File: config.mk
export PLATFORM = sky130hd
export DESIGN_NAME = rom_wb_arbiter
export DESIGN_NICKNAME = d
export VERILOG_FILES = /design/src/rtl/rom_wb_arbiter.sv
export SDC_FILE = /design/constraint.sdc
export NUM_CORES = 1
export LEC_CHECK = 0
export CAP_MARGIN = 20
export CORE_ASPECT_RATIO = 1.1
export CORE_MARGIN = 5
export CORE_UTILIZATION = 42
export DETAILED_ROUTE_END_ITERATION = 7
export PLACE_DENSITY = 0.79
export SYNTH_ARGS = -nofsm -noshare
export SYNTH_HDL_FRONTEND = slang
export SYNTH_SLANG_ARGS = --single-unit
File: constraint.sdc
create_clock -name CLK_I -period 1.9 [get_ports CLK_I]
set_input_delay 0.38 -clock CLK_I [delete_from_list [all_inputs] [get_ports CLK_I]]
set_output_delay 0.38 -clock CLK_I [all_outputs]
set_load 0.005 [all_outputs]
File: src/rtl/rom_wb_arbiter.sv
// Two-master, one-slave Wishbone arbiter sharing a registered-ack ROM between
// instruction fetch (M0) and data load (M1), with round-robin grant and timeout.
module rom_wb_arbiter #(
  parameter int ADDRESS_WIDTH = 8,
  parameter int DATA_WIDTH    = 8,
  parameter int TIMEOUT       = 15
) (
  input  logic                     CLK_I,
  input  logic                     RST_NI,
  input  logic                     M0_STB_I,
  input  logic                     M0_WE_I,
  input  logic [ADDRESS_WIDTH-1:0] M0_ADR_I,
  input  logic [DATA_WIDTH-1:0]    M0_DAT_I,
  output logic [DATA_WIDTH-1:0]    M0_DAT_O,
  output logic                     M0_ACK_O,
  output logic                     M0_ERR_O,
  input  logic                     M1_STB_I,
  input  logic                     M1_WE_I,
  input  logic [ADDRESS_WIDTH-1:0] M1_ADR_I,
  input  logic [DATA_WIDTH-1:0]    M1_DAT_I,
  output logic [DATA_WIDTH-1:0]    M1_DAT_O,
  output logic                     M1_ACK_O,
  output logic                     M1_ERR_O,
  output logic                     S_STB_O,
  output logic                     S_WE_O,
  output logic [ADDRESS_WIDTH-1:0] S_ADR_O,
  output logic [DATA_WIDTH-1:0]    S_DAT_O,
  input  logic [DATA_WIDTH-1:0]    S_DAT_I,
  input  logic                     S_ACK_I,
  output logic                     GNT_O,
  output logic                     BUSY_O
);

  localparam int CNT_W = $clog2(TIMEOUT + 1);

  typedef enum logic [1:0] {
    IDLE = 2'd0,
    REQ  = 2'd1,
    WAIT = 2'd2,
    DONE = 2'd3
  } state_t;

  state_t                   r_state, w_state_next;
  logic [CNT_W-1:0]         r_cnt, w_cnt_next;
  logic                     r_s_stb, w_s_stb_next;
  logic                     r_s_we, w_s_we_next;
  logic [ADDRESS_WIDTH-1:0] r_s_adr, w_s_adr_next;
  logic [DATA_WIDTH-1:0]    r_s_dat, w_s_dat_next;
  logic                     r_gnt, w_gnt_next;
  logic                     r_busy, w_busy_next;
  logic [DATA_WIDTH-1:0]    r_m0_dat, w_m0_dat_next;
  logic                     r_m0_ack, w_m0_ack_next;
  logic                     r_m0_err, w_m0_err_next;
  logic [DATA_WIDTH-1:0]    r_m1_dat, w_m1_dat_next;
  logic                     r_m1_ack, w_m1_ack_next;
  logic                     r_m1_err, w_m1_err_next;
  logic                     w_sel;

  // NOTE: every variable gets its hold/default value before the case statement,
  // so no path leaves one unassigned and no latch is inferred.
  always_comb begin
    w_state_next  = r_state;
    w_cnt_next    = r_cnt;
    w_s_stb_next  = r_s_stb;
    w_s_we_next   = r_s_we;
    w_s_adr_next  = r_s_adr;
    w_s_dat_next  = r_s_dat;
    w_gnt_next    = r_gnt;
    w_m0_dat_next = r_m0_dat;
    w_m1_dat_next = r_m1_dat;
    w_m0_ack_next = 1'b0;
    w_m0_err_next = 1'b0;
    w_m1_ack_next = 1'b0;
    w_m1_err_next = 1'b0;
    // On contention the master that did not win last time gets the bus.
    w_sel         = (M0_STB_I && M1_STB_I) ? ~r_gnt : M1_STB_I;

    case (r_state)
      IDLE: begin
        if (M0_STB_I || M1_STB_I) begin
          w_gnt_next   = w_sel;
          w_s_stb_next = 1'b1;
          w_s_we_next  = w_sel ? M1_WE_I  : M0_WE_I;
          w_s_adr_next = w_sel ? M1_ADR_I : M0_ADR_I;
          w_s_dat_next = w_sel ? M1_DAT_I : M0_DAT_I;
          w_state_next = REQ;
        end
      end
      REQ: begin
        w_s_stb_next = 1'b0;
        w_cnt_next   = '0;
        w_state_next = WAIT;
      end
      WAIT: begin
        if (S_ACK_I) begin
          if (r_gnt) begin
            w_m1_dat_next = S_DAT_I;
            w_m1_ack_next = 1'b1;
          end else begin
            w_m0_dat_next = S_DAT_I;
            w_m0_ack_next = 1'b1;
          end
          w_state_next = DONE;
        end else if (r_cnt == CNT_W'(TIMEOUT - 1)) begin
          w_m1_err_next = r_gnt;
          w_m0_err_next = ~r_gnt;
          w_state_next  = DONE;
        end else begin
          w_cnt_next = r_cnt + CNT_W'(1);
        end
      end
      DONE: begin
        w_state_next = IDLE;
      end
      default: begin
        w_state_next = IDLE;
      end
    endcase

    w_busy_next = (w_state_next != IDLE);
  end

  // NOTE: sequential state uses non-blocking assignments so every register
  // samples the pre-edge values computed above, independent of statement order.
  always_ff @(posedge CLK_I or negedge RST_NI) begin
    if (!RST_NI) begin
      r_state  <= IDLE;
      r_cnt    <= '0;
      r_s_stb  <= 1'b0;
      r_s_we   <= 1'b0;
      r_s_adr  <= '0;
      r_s_dat  <= '0;
      r_gnt    <= 1'b1;
      r_busy   <= 1'b0;
      r_m0_dat <= '0;
      r_m0_ack <= 1'b0;
      r_m0_err <= 1'b0;
      r_m1_dat <= '0;
      r_m1_ack <= 1'b0;
      r_m1_err <= 1'b0;
    end else begin
      r_state  <= w_state_next;
      r_cnt    <= w_cnt_next;
      r_s_stb  <= w_s_stb_next;
      r_s_we   <= w_s_we_next;
      r_s_adr  <= w_s_adr_next;
      r_s_dat  <= w_s_dat_next;
      r_gnt    <= w_gnt_next;
      r_busy   <= w_busy_next;
      r_m0_dat <= w_m0_dat_next;
      r_m0_ack <= w_m0_ack_next;
      r_m0_err <= w_m0_err_next;
      r_m1_dat <= w_m1_dat_next;
      r_m1_ack <= w_m1_ack_next;
      r_m1_err <= w_m1_err_next;
    end
  end

  assign S_STB_O  = r_s_stb;
  assign S_WE_O   = r_s_we;
  assign S_ADR_O  = r_s_adr;
  assign S_DAT_O  = r_s_dat;
  assign GNT_O    = r_gnt;
  assign BUSY_O   = r_busy;
  assign M0_DAT_O = r_m0_dat;
  assign M0_ACK_O = r_m0_ack;
  assign M0_ERR_O = r_m0_err;
  assign M1_DAT_O = r_m1_dat;
  assign M1_ACK_O = r_m1_ack;
  assign M1_ERR_O = r_m1_err;

endmodule

After elaboration in Yosys (flattened, before gate mapping)

Cells that the tools add are included.

Word-level logic and storage cells: 59
Output and inout bits: 40
Register bits after elaboration: 46
Bits of input ports: 47

Bitwise logic cells: 1
Mux-type cells: 25
$add $sub $neg: 1
Equal/unequal tests: 7
Reduce and logical (&&, ||, !) cells: 11

Operators by type and width:

| kind                                                                  | number |
|---|---|
| 8-bit two-way mux                                                     | 2 |
| 1-bit two-way mux                                                     | 15 |
| 3-bit AND reduction                                                   | 3 |
| 4-bit two-way mux                                                     | 2 |
| 2-bit case mux with 4 select lines                                    | 1 |
| 4-bit case mux with 2 select lines                                    | 1 |
| 2-bit two-way mux                                                     | 3 |
| 2-bit != test, second input constant                                  | 3 |
| 2-bit nonzero test                                                    | 3 |
| 4-bit by 1-bit adder with 4-bit output, second input constant         | 1 |
| 2-bit equality test, second input constant                            | 2 |
| 4-bit equality test, second input constant                            | 1 |
| 2-bit AND reduction                                                   | 2 |
| 2-bit by 1-bit equality test with 1-bit output, second input constant | 1 |
| 2-bit logical NOT                                                     | 1 |
| 1-bit case mux with 2 select lines                                    | 1 |
| 1-bit logical AND                                                     | 1 |
| 1-bit logical OR                                                      | 1 |
| 1-bit NOT                                                             | 1 |

Logic depth before layout (Yosys ltp)

Depth after elaboration: 5
Depth in mapped cells: 6
Depth with buffers taken out: 5

Worst setup path before layout

No wires, ideal clock.

Path kind: reg-to-reg
Start: register r_cnt[0]
End: register r_busy (netlist: BUSY_O)
Period minus slack after synthesis: 1.415 ns
Data arrival time: 1.287 ns
Slack: 0.485 ns
Cell stages (with the launch flop): 6
Data required time: 1.773 ns
Library setup time: 0.127 ns
Path buffers: 0
Path through: dfrtp_1 inv_1 ha_1 a31oi_1 a211oi_1 or2_2

Word-level cells in the longest chain between the ends: 5

RTL lines:

| element                            | line | text |
|---|---|---|
| start: declaration                 | 44   | `logic [CNT_W-1:0] r_cnt, w_cnt_next;` |
| start signal: assignment           | 143  | `r_cnt <= w_cnt_next;` |
| 4-bit equality test                | 104  | `end else if (r_cnt == CNT_W'(TIMEOUT - 1)) begin` |
| 2-bit two-way mux                  | 104  |  |
| 2-bit two-way mux                  | 95   | `if (S_ACK_I) begin` |
| 2-bit case mux with 4 select lines | 78   | `case (r_state)` |
| net w_state_next[0]                | 43   | `state_t r_state, w_state_next;` |
| 2-bit nonzero test                 | 120  | `w_busy_next = (w_state_next != IDLE);` |
| net w_busy_next                    | 50   | `logic r_busy, w_busy_next;` |
| end signal: assignment             | 149  | `r_busy <= w_busy_next;` |
| end: declaration                   | 50   |  |

The timed path passes the listed nets, and every way through them passes these cells.
A chain may end at the register's enable or synchronous reset.

Worst setup path in the final report

Start: register r_gnt (netlist: GNT_O)
End: output GNT_O

RTL lines:

| element                  | line | text |
|---|---|---|
| start: declaration       | 49   | `logic r_gnt, w_gnt_next;` |
| start signal: assignment | 148  | `r_gnt <= w_gnt_next;` |
| end: declaration         | 30   | `output logic GNT_O,` |

No word-level cell between the ends.

==> impl_metrics.yaml <==
status:
  status: "finished clean"
drt:
  firstDrtPassIters: 4
  wire_per_inst_um: 14.7
  drt-initial-drc-count: 70
  ant_nets: 0
  route.detailed.drc: 0
  finalWirelength_um: 4660
  vias: 1576
  vias_per_cell: 4.97
cells_and_area:
  area_growth_pct: 51.8
  nFillCells: 399
  n_antenna_cell: 0
  fin_nets: 313
  instances_no_fill: 317
  drive_gt1_share_pct: 13.4
sta:
  tightestPinTransition_ps: 507
  hold_viol_final: 0
  drv_slew: 0
  setup-violations-final: 0
  rsz0062_at_grt: "false"
  worst_clock_skew_ps: 4.89
  max_freq_mhz: 556
  tns_ps: 0
  finalCritPeriodShare_pct: 94.7
  relSlewSlack_pct: 66.2
  min_period_ps: 1800
clock_tree:
  cts_num_sinks: 46
  clock_latency_ps: 300
  cts_tree: "yes"
  clkTransAtPathRegs_ps: 90
  cts.root.buffer_cell: "clkbuf_8"
  htreeDepth: 2
  ctsResizeCount: 0
  clock_path_buffers: 2
  cts_setup_buffers: 0
  cts_made_buffers: 5
  cts_hold_buf: 0
power_and_ir_drop:
  clock_power_share_pct: 16.9
  p_seq_share_pct: 38.1
  p_total_mw: 4.36
  internal_power_mw: 3.03
  p_switching_mw: 1.33
  irDropWorstVdd_mv: 0.796
  leakage_nw: 1.40
  power_frac_comb_pct: 45.0
  swShare_pct: 30.5
  power_density_nw_per_um2: 1410
critical_path:
  max_stage_delay_ps: 600
  r2r_end: "BUSY_O"
  crit_path_end_kind: "output port"
  reg2regPathDepth: 5
  endpoint: "GNT_O"
  cp-start-kind: "flop"
  critical-path-top-delay-family: "flip-flops"
  critPathBufInv: 1
  worstSetupStartpoint: "GNT_O"
  worst-path-max-fanout: 8
  path_cells: "clkdlybuf4s50_1"
  cp_num_cells: 1
  crit_type: "flop to output port"
  r2r-start: "r_cnt[0]"
  arrival_ps: 1420
  critPathSlowestCell: "dfstp_2"
  required_ps: 1520
  worst-r2r-setup-slack_ps: 270
global_route:
  antenna_found_initial: 0
  grt_pass1_wl_um: 8120
  overflow: 0
  grt_usage_pct: 15.6
  grt_pass1_vias: 1621
  grt_start_max_net_pins: 35
run:
  cap_violations: 0
logic_synthesis:
  synth_nets: 223
  async_reset_ff_share_pct: 100
  ys_types: 29
  yosys.area.top_type: "dfrtp_1"
  syn_area_per_cell_sq_um: 12.0
  synth_top_area_share_pct: 55.3
  synth.most_common_cell: "dfrtp_1"
  synth_edf_count: 0
  yosysWarnings: 0
  synthCells: 170
  synthTopCellsByArea: "dfrtp_1 (55%), mux2i_1 (8.8%), mux2_2 (8.8%), nand2_1 (4.1%), ha_1 (3.7%)"
  ys_top_cells_by_count: "dfrtp_1 (45), nand2_1 (22), mux2i_1 (18), mux2_2 (16), o21ai_1 (11)"
  synth_ff_type: "dfrtp_1"
  syn_area_sq_um: 2040
  yosys_register_bits: 46
  seq_area_frac_synth_pct: 56.6
min_path:
  hp-class: "input port to asynchronous set/reset pin"
floorplanning:
  rows: 26
  core_sq_um: 4680
  dieArea_sq_um: 6340
  dieHeight_um: 83.0
  dieWidth_um: 76.4
  start_util_pct: 43.5
  num_io_pins: 87
placed_design:
  dp.cells: 309
  dpl.hpwl_um: 3520
  io_buffers: 86
  gp_routability_congestion: 0.713
==> logic make-up after synthesis <==
| kind of cell | after synthesis | synth area share [%] |
|---|---|---|
| compound gates | 33 | 9.28 |
| buf+inv | 15 | 4.12 |
| flops | 46 | 56.6 |
| fa+ha+maj | 6 | 3.69 |
| simple gates | 36 | 8.66 |
| mux | 34 | 17.7 |
==> metrics by stage <==
stage / util [%] / hold slack, ps / area (sq um) / worst slack (ps)
5_1_grt: 66.0 / 68.7 / 3090 / 53.7
3_3_place_gp: 63.6 / 374 / 2980 / 114
2_1_floorplan: - / 84.4 / 2040 / 485
4_1_cts: 66.0 / 52.4 / 3090 / 85.9
6_report: 66.0 / 40.1 / 3090 / 102
3_5_place_dp: 63.6 / 386 / 2980 / 24.7
==> power groups by stage <==
stage	Clock (mW)	Combinational, mW	Sequential (mW)
final	0.737	1.96	1.66
after global routing	0.803	2.18	1.73
after CTS	0.763	2.00	1.67
after detailed placement	0	2.00	1.68
after floorplan	0	0.837	1.70
after global placement	0	1.94	1.67
==> how the worst min path moves through the flow <==
| stage | to | cells past startpoint | slack (ps) |
|---|---|---|---|
| after floorplan | BUSY_O | 0 | 80 |
| after global placement | r_state[1] | 1 | 370 |
| after detailed placement | S_STB_O | 1 | 390 |
| after CTS | M1_ERR_O | 1 | 50 |
| after global routing | S_DAT_O[7] | 1 | 70 |
| final | S_STB_O | 1 | 40 |
==> placed cells by master, fill, tap and decap left out, drive strengths merged <==
cell type / n
a211oi: 3
a21bo: 1
a21oi: 4
a31oi: 2
a32o: 1
a32oi: 1
buf: 5
bufinv: 1
clkbuf: 5
clkdlybuf4s50: 85
clkinv: 1
dfrtp: 45
dfstp: 1
ha: 6
inv: 9
mux2: 16
mux2i: 18
nand2: 22
nand3: 1
nand3b: 1
nand4b: 1
nor2: 4
nor2b: 1
nor3: 1
nor4: 1
nor4b: 2
o21ai: 21
or2: 1
or3: 1
==> metal layers <==
metal | part of all wire (%) | GRT usage (%) | wire, um | vias up
li1 | - | - | - | 773
met1 | 43 | 20.2 | 2020 | 741
met2 | 49 | 25.3 | 2290 | 57
met3 | 6.2 | 4.11 | 288 | 5
met4 | 1.2 | 5.25 | 55 | 0
met5 | 0 | 0 | 0 | -
==> sequential cells by signal, summed over array words and instances, names as in the netlist, 2 cells and up <==
register / count
M0_DAT_O: 8
M1_DAT_O: 8
S_ADR_O: 8
S_DAT_O: 8
r_cnt: 4
r_state: 2
==> final cells by class <==
cell class              count  area [sq um]  share of cell area (%)
clock buffers               5          68.8                    2.22
flip-flops and latches     46          1150                    37.3
well taps                  56          70.1                    2.27
multi-input cells         109           805                    26.0
inverters                   8          30.0                   0.971
clock inverters             3          43.8                    1.42
repair buffers             90           923                    29.9
Power figures use the tool's default switching activity.
